`src/rtl/secded_pkg.sv`:
```
// Shared types and layout helpers for the Hamming SECDED codec.
// The codeword puts overall parity at bit 0, Hamming parity at powers of two, and data everywhere else.
package secded_pkg;

  typedef enum logic {ENC = 1'b0, DEC = 1'b1} mode_e;

  typedef enum logic [1:0] {
    OK     = 2'b00,
    CORR   = 2'b01,
    UNCORR = 2'b10,
    P0ERR  = 2'b11
  } status_e;

  // Smallest r with 2**r >= data_w + r + 1.
  function automatic int parity_bits(input int data_w);
    int r;
    r = 0;
    for (int k = 15; k >= 1; k--)
      if ((1 << k) >= data_w + k + 1) r = k;
    return r;
  endfunction

  function automatic logic is_pow2(input int pos);
    return (pos > 0) && ((pos & (pos - 1)) == 0);
  endfunction

  // Codeword position of data bit i (0-based); data fills non-power-of-two slots from bit 3 up.
  function automatic int data_pos(input int i);
    int n;
    int pos;
    n   = 0;
    pos = 0;
    for (int q = 3; q < 256; q++) begin
      if (!is_pow2(q)) begin
        if (n == i) pos = q;
        n++;
      end
    end
    return pos;
  endfunction

endpackage

```
`src/rtl/secded_syndrome.sv`:
```
// Combinational Hamming syndrome and overall parity of a codeword.
// With the parity slots zeroed, the syndrome bits are exactly the Hamming parity bits to insert.
module secded_syndrome #(
  parameter int CODE_W = 16,
  parameter int SYN_W  = 4
) (
  input  logic [CODE_W-1:0] i_word,
  output logic [SYN_W-1:0]  o_syn,
  output logic              o_par
);

  always_comb begin
    o_syn = '0;
    for (int p = 1; p < CODE_W; p++)
      if (i_word[p]) o_syn = o_syn ^ SYN_W'(p);
  end

  assign o_par = ^i_word;

endmodule

```
`src/rtl/secded_codec.sv`:
```
// Two-stage pipelined SECDED encoder/decoder with valid/ready handshake and saturating error counters.
// S1 captures the word with its syndrome and parity; S2 holds the encoded or corrected result.
module secded_codec
  import secded_pkg::*;
#(
  parameter  int DATA_W = 11,
  parameter  int CNT_W  = 8,
  localparam int R      = parity_bits(DATA_W),
  localparam int CODE_W = DATA_W + R + 1
) (
  input  logic              clk,
  input  logic              reset,
  input  logic              in_valid,
  output logic              in_ready,
  input  logic              in_mode,
  input  logic [CODE_W-1:0] in_word,
  output logic              out_valid,
  input  logic              out_ready,
  output logic [CODE_W-1:0] out_word,
  output logic [1:0]        out_status,
  input  logic              clr_cnt,
  output logic [CNT_W-1:0]  corr_cnt,
  output logic [CNT_W-1:0]  uncorr_cnt
);

  function automatic logic [CNT_W-1:0] sat_inc(input logic [CNT_W-1:0] c);
    return (&c) ? c : c + 1'b1;
  endfunction

  logic              r_vld_p1, r_vld_p2;
  mode_e             r_mode_p1;
  logic [CODE_W-1:0] r_word_p1, r_word_p2;
  logic [R-1:0]      r_syn_p1;
  logic              r_par_p1;
  status_e           r_status_p2;
  logic [CNT_W-1:0]  r_corr_cnt, r_uncorr_cnt;

  logic              w_s2_en, w_s1_en, w_s1_load, w_out_fire;
  logic [CODE_W-1:0] w_enc_map, w_syn_in, w_enc_word, w_fix, w_s2_word;
  logic [DATA_W-1:0] w_dec_data;
  logic [R-1:0]      w_syn;
  logic              w_par, w_do_flip;
  status_e           w_s2_status;

  assign w_s2_en    = !r_vld_p2 || out_ready;
  assign w_s1_en    = !r_vld_p1 || w_s2_en;
  assign in_ready   = w_s1_en;
  assign w_s1_load  = in_valid && w_s1_en;
  assign w_out_fire = r_vld_p2 && out_ready;

  // ---- S1: map data into codeword slots (encode) and compute syndrome/parity ----
  for (genvar g = 0; g < DATA_W; g++) begin : g_data
    assign w_enc_map[data_pos(g)]  = in_word[g];
    assign w_enc_word[data_pos(g)] = r_word_p1[data_pos(g)];
    assign w_dec_data[g]           = w_fix[data_pos(g)];
  end
  assign w_enc_map[0] = 1'b0;
  for (genvar k = 0; k < R; k++) begin : g_par
    assign w_enc_map[1 << k]  = 1'b0;
    assign w_enc_word[1 << k] = r_syn_p1[k];
  end
  // Overall parity covers the data (r_par_p1) plus the freshly inserted Hamming bits.
  assign w_enc_word[0] = r_par_p1 ^ (^r_syn_p1);

  assign w_syn_in = in_mode ? in_word : w_enc_map;

  secded_syndrome #(
    .CODE_W (CODE_W),
    .SYN_W  (R)
  ) u_syndrome (
    .i_word (w_syn_in),
    .o_syn  (w_syn),
    .o_par  (w_par)
  );

  always_ff @(posedge clk) begin
    if (reset) r_vld_p1 <= 1'b0;
    else if (w_s1_en) r_vld_p1 <= in_valid;
  end

  always_ff @(posedge clk) begin
    if (w_s1_load) begin
      r_word_p1 <= w_syn_in;
      r_mode_p1 <= mode_e'(in_mode);
      r_syn_p1  <= w_syn;
      r_par_p1  <= w_par;
    end
  end

  // ---- S2: correct/classify decode words, finish encode words ----
  // A syndrome beyond the last codeword position cannot name a real bit in a shortened code.
  assign w_do_flip = r_par_p1 && (r_syn_p1 != '0) && (32'(r_syn_p1) < CODE_W);
  assign w_fix     = w_do_flip ? (r_word_p1 ^ (CODE_W'(1) << r_syn_p1)) : r_word_p1;

  always_comb begin
    w_s2_status = OK;
    w_s2_word   = w_enc_word;
    if (r_mode_p1 == DEC) begin
      w_s2_word = CODE_W'(w_dec_data);
      if (!r_par_p1)              w_s2_status = (r_syn_p1 == '0) ? OK : UNCORR;
      else if (r_syn_p1 == '0)    w_s2_status = P0ERR;
      else if (w_do_flip)         w_s2_status = CORR;
      else                        w_s2_status = UNCORR;
    end
  end

  always_ff @(posedge clk) begin
    if (reset) begin
      r_vld_p2    <= 1'b0;
      r_word_p2   <= '0;
      r_status_p2 <= OK;
    end else if (w_s2_en) begin
      r_vld_p2 <= r_vld_p1;
      if (r_vld_p1) begin
        r_word_p2   <= w_s2_word;
        r_status_p2 <= w_s2_status;
      end
    end
  end

  // ---- Output: counters advance on output transfer; clear wins over increment ----
  always_ff @(posedge clk) begin
    if (reset || clr_cnt) begin
      r_corr_cnt   <= '0;
      r_uncorr_cnt <= '0;
    end else if (w_out_fire) begin
      case (r_status_p2)
        CORR, P0ERR: r_corr_cnt   <= sat_inc(r_corr_cnt);
        UNCORR:      r_uncorr_cnt <= sat_inc(r_uncorr_cnt);
        default:     ;
      endcase
    end
  end

  assign out_valid  = r_vld_p2;
  assign out_word   = r_word_p2;
  assign out_status = r_status_p2;
  assign corr_cnt   = r_corr_cnt;
  assign uncorr_cnt = r_uncorr_cnt;

endmodule
```
`config.mk`:
```
export PLATFORM = sky130hd
export DESIGN_NAME = secded_codec
export DESIGN_NICKNAME = d
export VERILOG_FILES = /design/src/rtl/secded_pkg.sv /design/src/rtl/secded_syndrome.sv /design/src/rtl/secded_codec.sv
export SDC_FILE = /design/constraint.sdc
export NUM_CORES = 1
export LEC_CHECK = 0
export CORE_MARGIN = 2
export CORE_UTILIZATION = 55
export DETAILED_ROUTE_END_ITERATION = 6
export PLACE_DENSITY = 0.91
export SLEW_MARGIN = 15
export SYNTH_ARGS = -nofsm -noshare
export SYNTH_HDL_FRONTEND = slang
export SYNTH_SLANG_ARGS = --single-unit
```
`constraint.sdc`:
```
create_clock -name clk -period 5.1 [get_ports clk]
set_clock_uncertainty 0.2 [all_clocks]
set_input_delay 0.51 -clock clk [delete_from_list [all_inputs] [get_ports clk]]
set_output_delay 0.51 -clock clk [all_outputs]
set_load 0.1 [all_outputs]
```
### Word level (Yosys, flattened, before mapping)

Cells that the tools add are included.
Widths: inputs -> output; s select.

* add/sub/neg operators: 2
* $mul: 0
* div/mod/pow operators: 0
* magnitude comparators: 0
* equality and inequality tests: 3
* shift-type cells: 1
* mux-type cells: 23
* bitwise operators: 18
* reduce and logical (&&, ||, !) cells: 18

Operators with widths (count)
* $mux 16: 3
* $mux 4: 8
* $add 8x1->8 const B: 2
* $reduce_and 8->1: 2
* $reduce_xor 16->1: 1
* $shl 1x4->16 const A: 1
* $xor 16x16->16: 1
* $mux 2: 7
* $mux 3: 4
* $not 2->2: 6
* $not 3->3: 4
* $reduce_and 3->1: 2
* $eq 2x2->1 const B: 2
* $logic_not 4->1: 1
* $not 4->4: 1
* $reduce_bool 4->1: 1
* $reduce_xor 4->1: 1
* $logic_and 1x1->1: 3
* $logic_or 1x1->1: 3
* $not 1->1 const A: 3
* $eq 2x1->1 const B: 1
* $logic_not 1->1: 2
* $not 1->1: 2
* $reduce_and 2->1: 1
* other kinds (3): 3

* bits in registers: 58
* latch bits: 0
* bits in writable memories: 0
* memory bits (read-only): 0
* input bits: 22
* memories: 0

### Longest topological paths before layout

Gate-level depths: netlist (run 1).

* word-level depth: 27
* gate-level depth with buffers: 11
* gate-level depth less buffers: 9

### By module

A second synthesis (run 1) with hierarchy kept.

* cell total of the unflattened synthesis: 288
* area, all modules: 2849.0 sq um

Modules (own cells, without submodules)
* secded_codec: instances 1, cells each 261, area an instance 2597.5 sq um, sequential area each 1231.2 sq um
* secded_syndrome: instances 1, cells each 27, area an instance 251.5 sq um, sequential area each 0.0 sq um

### Worst setup path before layout (run 1)

No wires, ideal clock.

* path type: flip-flop to flip-flop
* start: register r_vld_p2, in the netlist out_valid
* end: register r_mode_p1 (enable)
* setup time: 0.325 ns
* arrival: 2.491 ns
* slack: 2.084 ns
* cell stages (with the launch flop): 4
* buffers on the path: 0
* clock period less this slack: 3.016 ns
* cell sequence: dfxtp_1 nor2b_1 nand2_1 and2_1

* longest elaborated chain between the ends: 4

RTL lines
* from (decl): line secded_codec.sv:30 `logic r_vld_p1, r_vld_p2;`
* from (signal assigned): line secded_codec.sv:113 `r_vld_p2 <= r_vld_p1;`
* $logic_not 1->1: line secded_codec.sv:45 `assign w_s2_en = !r_vld_p2 || out_ready;`
* $logic_or 1x1->1: line secded_codec.sv:45
* $logic_or 1x1->1: line secded_codec.sv:46 `assign w_s1_en = !r_vld_p1 || w_s2_en;`
* via in_ready: line secded_codec.sv:14 `output logic in_ready,`
* $logic_and 1x1->1: line secded_codec.sv:48 `assign w_s1_load = in_valid && w_s1_en;`
* via w_s1_load: line secded_codec.sv:38 `logic w_s2_en, w_s1_en, w_s1_load, w_out_fire;`
* to (signal assigned): line secded_codec.sv:84 `r_mode_p1 <= mode_e'(in_mode);`
* to (decl): line secded_codec.sv:31 `mode_e r_mode_p1;`

The timed path passes the listed nets, and every way through them passes these cells.
A chain may end at the register's enable or synchronous reset.

### Worst setup path after layout (run 1)

* start: input port out_ready
* end: output port in_ready

* longest elaborated chain between the ends: 2

RTL lines
* from (decl): line secded_codec.sv:18 `input logic out_ready,`
* $logic_or 1x1->1: line secded_codec.sv:45
* $logic_or 1x1->1: line secded_codec.sv:46
* to (decl): line secded_codec.sv:14

Every way passes these cells.

==> insert_results.sql, run 1 <==
INSERT INTO impl_metrics (metric_group, metric, value, unit) VALUES
('placement', 'detailed_place_hpwl', '4310', 'µm'),
('clock_network', 'htreeDepth', '2', ''),
('layout', 'multiInputGateArea', '1470', 'µm²'),
('detailed_routing', 'postRouteAntennaNets', '0', ''),
('worst_setup_path', 'cpPeakStageDelay', '1140', 'ps'),
('worst_setup_path', 'cp_max_fo', '5', ''),
('clock_network', 'resized_after_cts', '0', ''),
('placement', 'placed_cells_incl_taps', '408', ''),
('detailed_routing', 'avgRoutedWirePerCell', '13.6', 'µm'),
('clock_network', 'insertion_delay', '310', 'ps'),
('floorplanning', 'rows', '26', ''),
('worst_setup_path', 'timing.critical_path.to_type', 'primary output', ''),
('layout', 'final_layout_size_suffix_gt1_share', '4.05', '%'),
('layout', 'ff_latch_area', '1230', 'µm²'),
('worst_setup_path', 'worstPathRequired', '4390', 'ps'),
('timing', 'finalSetupViolCount', '0', ''),
('clock_network', 'sinks_on_the_clock_net', '53', ''),
('worst_setup_path', 'slowest_stage', 'sky130_fd_sc_hd__clkdlybuf4s50_1', ''),
('synth', 'synth_warnings', '0', ''),
('detailed_routing', 'detailroute.via_count', '2214', ''),
('layout', 'stdcell_count', '416', ''),
('floorplanning', 'initial_core_util', '56.1', '%'),
('outcome', 'run_status', 'complete, no violations', ''),
('clock_network', 'ctsLongestPathBuffers', '2', ''),
('timing', 'unrepaired_setup_endpoints_after_global_routing', 'false', ''),
('floorplanning', 'design.die.area', '5700', 'µm²'),
('timing', 'min_period_over_period', '60.0', '%'),
('detailed_routing', 'initialDrtViolationCount', '130', ''),
('power', 'peakVddDrop', '0.140', 'mV'),
('power', 'total_leakage_power', '0.00121', 'µW'),
('job', 'maxCapViolCount', '0', ''),
('placement', 'gp_routability_congestion', '0.830', ''),
('global_route', 'grt_overflow_total', '0', ''),
('floorplanning', 'core', '5010', 'µm²'),
('synth', 'mappedNetlistArea', '2810', 'µm²'),
('global_route', 'grt_max_degree', '30', ''),
('layout', 'layout.cells.most_common', 'sky130_fd_sc_hd__clkdlybuf4s50_1', ''),
('worst_setup_path', 'crit_path_frequent_cell', 'sky130_fd_sc_hd__clkdlybuf4s50_1', ''),
('floorplanning', 'num_io_pins', '58', ''),
('timing', 'worst-slew-pin-transition', '1000', 'ps'),
('worst_setup_path', 'path_cells', 'clkdlybuf4s50_1 > nor2b_1 > nand2_1 > clkdlybuf4s50_1', ''),
('timing', 'finalWorstPathRequiredPeriod', '3060', 'ps'),
('layout', 'syn2layout_area_growth', '24.0', '%'),
('worst_setup_path', 'cp-start-kind', 'primary input', ''),
('layout', 'design.final.nets', '375', ''),
('min_path', 'hold_path.class', 'reg2reg', ''),
('worst_setup_path', 'worst_ep_arrival_time', '2350', 'ps'),
('global_route', 'grt_use_met2', '40.1', '%'),
('detailed_routing', 'totalWireLength', '5680', 'µm'),
('global_route', 'grt_use_met3', '4.23', '%'),
('global_route', 'global_route_wire_length_before_repair', '9360', 'µm'),
('global_route', 'grtUsageMet1', '23.3', '%'),
('synth', 'synth_seq_area_share', '43.8', '%'),
('synth', 'synth_cell_type_count', '38', ''),
('global_route', 'gr_busiest_metal', 'met2', ''),
('timing', 'max_slew_vio_count', '0', ''),
('power', 'finalPower', '1060', 'µW'),
('layout', 'highest_count_cells_in_the_layout_ignoring_fill_and_taps', 'sky130_fd_sc_hd__clkdlybuf4s50_1, sky130_fd_sc_hd__nor2_1, sky130_fd_sc_hd__dfxtp_1', ''),
('synth', 'synth_area_leaders', 'sky130_fd_sc_hd__dfxtp_1, sky130_fd_sc_hd__edfxtp_1, sky130_fd_sc_hd__xnor2_1, sky130_fd_sc_hd__xor2_1, sky130_fd_sc_hd__nor2_1', ''),
('synth', 'post-synth-top-area-cell', 'sky130_fd_sc_hd__dfxtp_1', ''),
('floorplanning', 'die_h', '75.5', 'µm'),
('worst_setup_path', 'crit_type', 'in2out', ''),
('synth', 'yosys.area.top_type_share', '25.6', '%'),
('floorplanning', 'die_w', '75.5', 'µm'),
('synth', 'synthCells', '297', ''),
('timing', 'final_layout_setup_total_negative_slack', '0', 'ps'),
('synth', 'synth_seq_cells', '53', ''),
('clock_network', 'worst_path_clk_slew', '80', 'ps'),
('timing', 'max-slew-margin-rel', '33.0', '%'),
('layout', 'antennaDiodeCount', '0', ''),
('layout', 'fillerInstances', '417', '');
[per-layer routing]
| metal | wire (µm) | up-vias |
|---|---|---|
| met5 | 0 | - |
| met4 | 134 | 0 |
| li1 | - | 1112 |
| met3 | 347 | 12 |
| met2 | 2960 | 75 |
| met1 | 2240 | 1015 |
[final cells by class]
| class | instances | area share, % |
|---|---|---|
| repair buffers | 57 | 16.4 |
| clock inverters | 1 | 0.216 |
| inverters | 12 | 1.29 |
| flip-flops and latches | 53 | 35.3 |
| multi-input cells | 216 | 42.1 |
| well taps | 70 | 2.51 |
| clock buffers | 7 | 2.19 |
[kinds of logic (layout without fill, tap and decap cells)]
logic type,after synthesis,in the layout,share of synthesized area [%]
flip-flops,53,53,43.8
AND/OR/NAND/NOR,102,102,17.9
XOR/XNOR,50,50,15.9
multiplexers,14,14,5.74
buffers and inverters,28,77,4.05
AO/OA/AOI/OAI,42,42,9.08
adder cells (fa/ha/maj),8,8,3.56
[path summary, 6_finish.rpt]
path	start	end	slack, ps	cells after the start
worst max-delay path	out_ready	in_ready	2040	4
worst min-delay path	out_word[14]	out_word[14]	260	2
worst min register to register	out_word[14]	out_word[14]	260	2
worst max register to register	r_syn_p1[2]	out_word[6]	2650	9
[power breakdown]
part           switching [µW]  total, µW  internal (µW)  leakage, µW
Combinational             196        322            126     0.000712
Clock                     129        227           97.2    0.0000385
Sequential               38.3        514            476     0.000459
[metrics by stage]
step | utilization [%] | hold slack [ps] | cell area [µm²] | setup WS, ps
global placement | 67.9 | 239 | 3400 | 1970
CTS | 69.5 | 259 | 3480 | 2030
finish | 69.5 | 256 | 3480 | 2040
detailed placement | 67.9 | 247 | 3400 | 1870
global route | 69.5 | 287 | 3480 | 1970
floorplan | - | 296 | 2810 | 2080
[state kept, by name, indices dropped and copies added, names as in the netlist]
register    cells
out_word       16
r_word_p1      11
corr_cnt        8
uncorr_cnt      8
r_syn_p1        4
out_status      2
out_valid       1
r_mode_p1       1
r_par_p1        1
r_vld_p1        1
[worst max-delay path, delay by kind of cell]
family        cells  cell delay, ps
buf+inv           2            1650
simple gates      2             190
[synthesized netlist by cell type, drive strengths merged]
cell type,n
and2,1
nand3b,5
a21o,2
nor2,37
xnor2,29
nor3b,2
xor2,21
nand3,9
a311oi,2
a41oi,1
nand2,21
inv,12
buf,3
or2,1
edfxtp,17
or2b,1
nand2b,1
o21ai,1
or3,1
mux2,4
nor3,5
o2111ai,1
ha,8
and4,1
nand4b,6
nand4,7
o211ai,2
dfxtp,36
clkbuf,13
a211oi,8
a21oi,25
nor2b,4
mux2i,10
Power figures use the tool's default switching activity.
==> run 2, diff against run 1 <==
Settings changed: CORE_UTILIZATION 55 to 46, PLACE_DENSITY 0.91 to 0.82.
Clock period 5.1 ns to 2.47 ns, I/O delays scaled along.
==> run 2 against run 1 <==
Against the previous run: die area up 18%; wire length decreased by 2.7%; global-route usage is 4.6 points lower; largest power group unchanged; highest routed layer unchanged.
==> insert_results.sql, run 2 (synthesis results as in run 1) <==
INSERT INTO impl_metrics (metric_group, metric, value, unit) VALUES
('detailed_routing', 'postRouteAntennaNets', '0', ''),
('clock_network', 'cts-buffers-inserted', '5', ''),
('placement', 'detailed_place_hpwl', '4340', 'µm'),
('worst_setup_path', 'reg2reg_to', 'out_word[0]', ''),
('detailed_routing', 'avgRoutedWirePerCell', '12.7', 'µm'),
('worst_setup_path', 'rr_worst_depth', '9', ''),
('clock_network', 'resized_after_cts', '0', ''),
('placement', 'placed_cells_incl_taps', '427', ''),
('layout', 'syn2layout_area_growth', '25.8', '%'),
('worst_setup_path', 'reg2reg_from', 'r_syn_p1[0]', ''),
('floorplanning', 'rows', '28', ''),
('timing', 'final_layout_setup_total_negative_slack', '0', 'ps'),
('worst_setup_path', 'cp-start-kind', 'flip-flop', ''),
('min_path', 'hold_path.class', 'reg2reg', ''),
('timing', 'worst-slew-pin-transition', '748', 'ps'),
('power', 'total_leakage_power', '0.00136', 'µW'),
('min_path', 'min_delay_startpoint', 'out_word[12]', ''),
('worst_setup_path', 'worst_ep_arrival_time', '2240', 'ps'),
('min_path', 'hold_ep', 'out_word[12]', ''),
('placement', 'gp_routability_congestion', '0.824', ''),
('timing', 'unrepaired_setup_endpoints_after_global_routing', 'false', ''),
('min_path', 'min_delay_path_depth', '2', ''),
('worst_setup_path', 'worstPathRequired', '2490', 'ps'),
('clock_network', 'ctsLongestPathBuffers', '2', ''),
('job', 'maxCapViolCount', '0', ''),
('clock_network', 'tritoncts', 'done', ''),
('clock_network', 'cts.repair_timing.setup_buffer_count', '0', ''),
('detailed_routing', 'route.detailed.drc', '0', ''),
('floorplanning', 'die_w', '82.2', 'µm'),
('global_route', 'track_usage', '16.9', '%'),
('worst_setup_path', 'regToRegSetupSlack', '250', 'ps'),
('clock_network', 'root_buffer', 'sky130_fd_sc_hd__clkbuf_8', ''),
('clock_network', 'insertion_delay', '290', 'ps'),
('layout', 'stdcell_count', '435', ''),
('floorplanning', 'design.die.area', '6750', 'µm²'),
('layout', 'highest_count_cells_in_the_layout_ignoring_fill_and_taps', 'sky130_fd_sc_hd__buf_4, sky130_fd_sc_hd__nor2_1, sky130_fd_sc_hd__dfxtp_1', ''),
('clock_network', 'worst_path_clk_slew', '80', 'ps'),
('detailed_routing', 'detailroute.via_count', '2228', ''),
('timing', 'finalWorstPathRequiredPeriod', '2220', 'ps'),
('global_route', 'grt_pass1_vias', '2039', ''),
('global_route', 'grt_max_degree', '25', ''),
('timing', 'max-slew-margin-rel', '50.1', '%'),
('timing', 'hold_viol', '0', ''),
('layout', 'layout.cells.most_common', 'sky130_fd_sc_hd__buf_4', ''),
('global_route', 'global_route_wire_length_before_repair', '8810', 'µm'),
('detailed_routing', 'vias_per_cell', '5.12', ''),
('global_route', 'grt_overflow_total', '0', ''),
('layout', 'antennaDiodeCount', '0', ''),
('layout', 'final_layout_size_suffix_gt1_share', '18.9', '%'),
('detailed_routing', 'totalWireLength', '5520', 'µm'),
('clock_network', 'cts-hold-fix-buffers', '0', ''),
('timing', 'max_slew_vio_count', '0', ''),
('global_route', 'antenna_found_initial', '0', ''),
('detailed_routing', 'firstDrtPassIters', '4', ''),
('power', 'power_density', '623', 'nW/µm²'),
('timing', 'max_freq', '0.450', 'GHz'),
('layout', 'number_of_flip_flops_under_the_largest_register_name', '16', ''),
('timing', 'min_period_over_period', '89.9', '%'),
('layout', 'design.final.nets', '389', ''),
('outcome', 'run_status', 'complete, no violations', ''),
('detailed_routing', 'initialDrtViolationCount', '54', ''),
('floorplanning', 'num_io_pins', '58', ''),
('floorplanning', 'initial_core_util', '47.5', '%'),
('worst_setup_path', 'cp-startpoint', 'r_syn_p1[0]', ''),
('worst_setup_path', 'cp_max_fo', '12', ''),
('floorplanning', 'core', '5920', 'µm²'),
('worst_setup_path', 'timing.critical_path.to_type', 'flip-flop', ''),
('placement', 'buffer_ports.inserted', '57', ''),
('floorplanning', 'die_h', '82.2', 'µm'),
('clock_network', 'sinks_on_the_clock_net', '53', ''),
('timing', 'finalSetupViolCount', '0', ''),
('power', 'peakVddDrop', '0.264', 'mV'),
('worst_setup_path', 'crit_type', 'reg2reg', ''),
('clock_network', 'htreeDepth', '2', '');
## run 2: how the worst max path moves through the flow
stage / endpoint / slack, ps / depth (start not counted)
3_5_place_dp: r_par_p1 / 30 / 7
5_1_grt: out_word[5] / 70 / 9
2_1_floorplan: corr_cnt[5] / 50 / 5
6_report: out_word[0] / 250 / 9
4_1_cts: out_word[0] / 260 / 9
3_3_place_gp: r_par_p1 / 110 / 7
## run 2: cell type report
cell class | count | area [µm²]
Clock buffer | 8 | 83.8
Fill cell | 527 | 2380
Inverter | 12 | 45.0
Multi-Input combinational cell | 216 | 1470
Sequential cell | 53 | 1230
Tap cell | 75 | 93.8
Timing Repair Buffer | 71 | 611
## run 2: worst max-delay path: stages, from the launching register on
cell,delay [ps]
sky130_fd_sc_hd__edfxtp_1,410
sky130_fd_sc_hd__inv_1,90
sky130_fd_sc_hd__ha_1,220
sky130_fd_sc_hd__nand2_1,70
sky130_fd_sc_hd__ha_1,390
sky130_fd_sc_hd__nand2_1,100
sky130_fd_sc_hd__nor3_1,190
sky130_fd_sc_hd__xor2_1,230
sky130_fd_sc_hd__a211oi_1,100
sky130_fd_sc_hd__nor3_1,150
## run 2: where the power goes
part	total, µW	switching, µW	leakage, µW	internal [µW]
sequential	1040	55.3	0.000460	982
clock	454	242	0.0000429	213
combinational	710	427	0.000860	283
## run 2: metal layers
layer	up-vias	track usage, %	wire (µm)
met5	-	0	0
met2	63	31.6	2730
met1	1012	18.8	2390
met4	0	7.17	159
met3	13	2.61	241
li1	1140	-	-
## run 2: through the flow
step | hold WS (ps) | power (µW) | instance area (µm²) | worst slack (ps) | utilization, %
after floorplan | 146 | 1580 | 2820 | 45.3 | -
after global placement | 246 | 1740 | 3450 | 107 | 58.3
after detailed placement | 253 | 1770 | 3450 | 25.2 | 58.3
after CTS | 263 | 2220 | 3540 | 264 | 59.7
after global routing | 293 | 2330 | 3540 | 72.4 | 59.7
final | 260 | 2200 | 3540 | 250 | 59.7
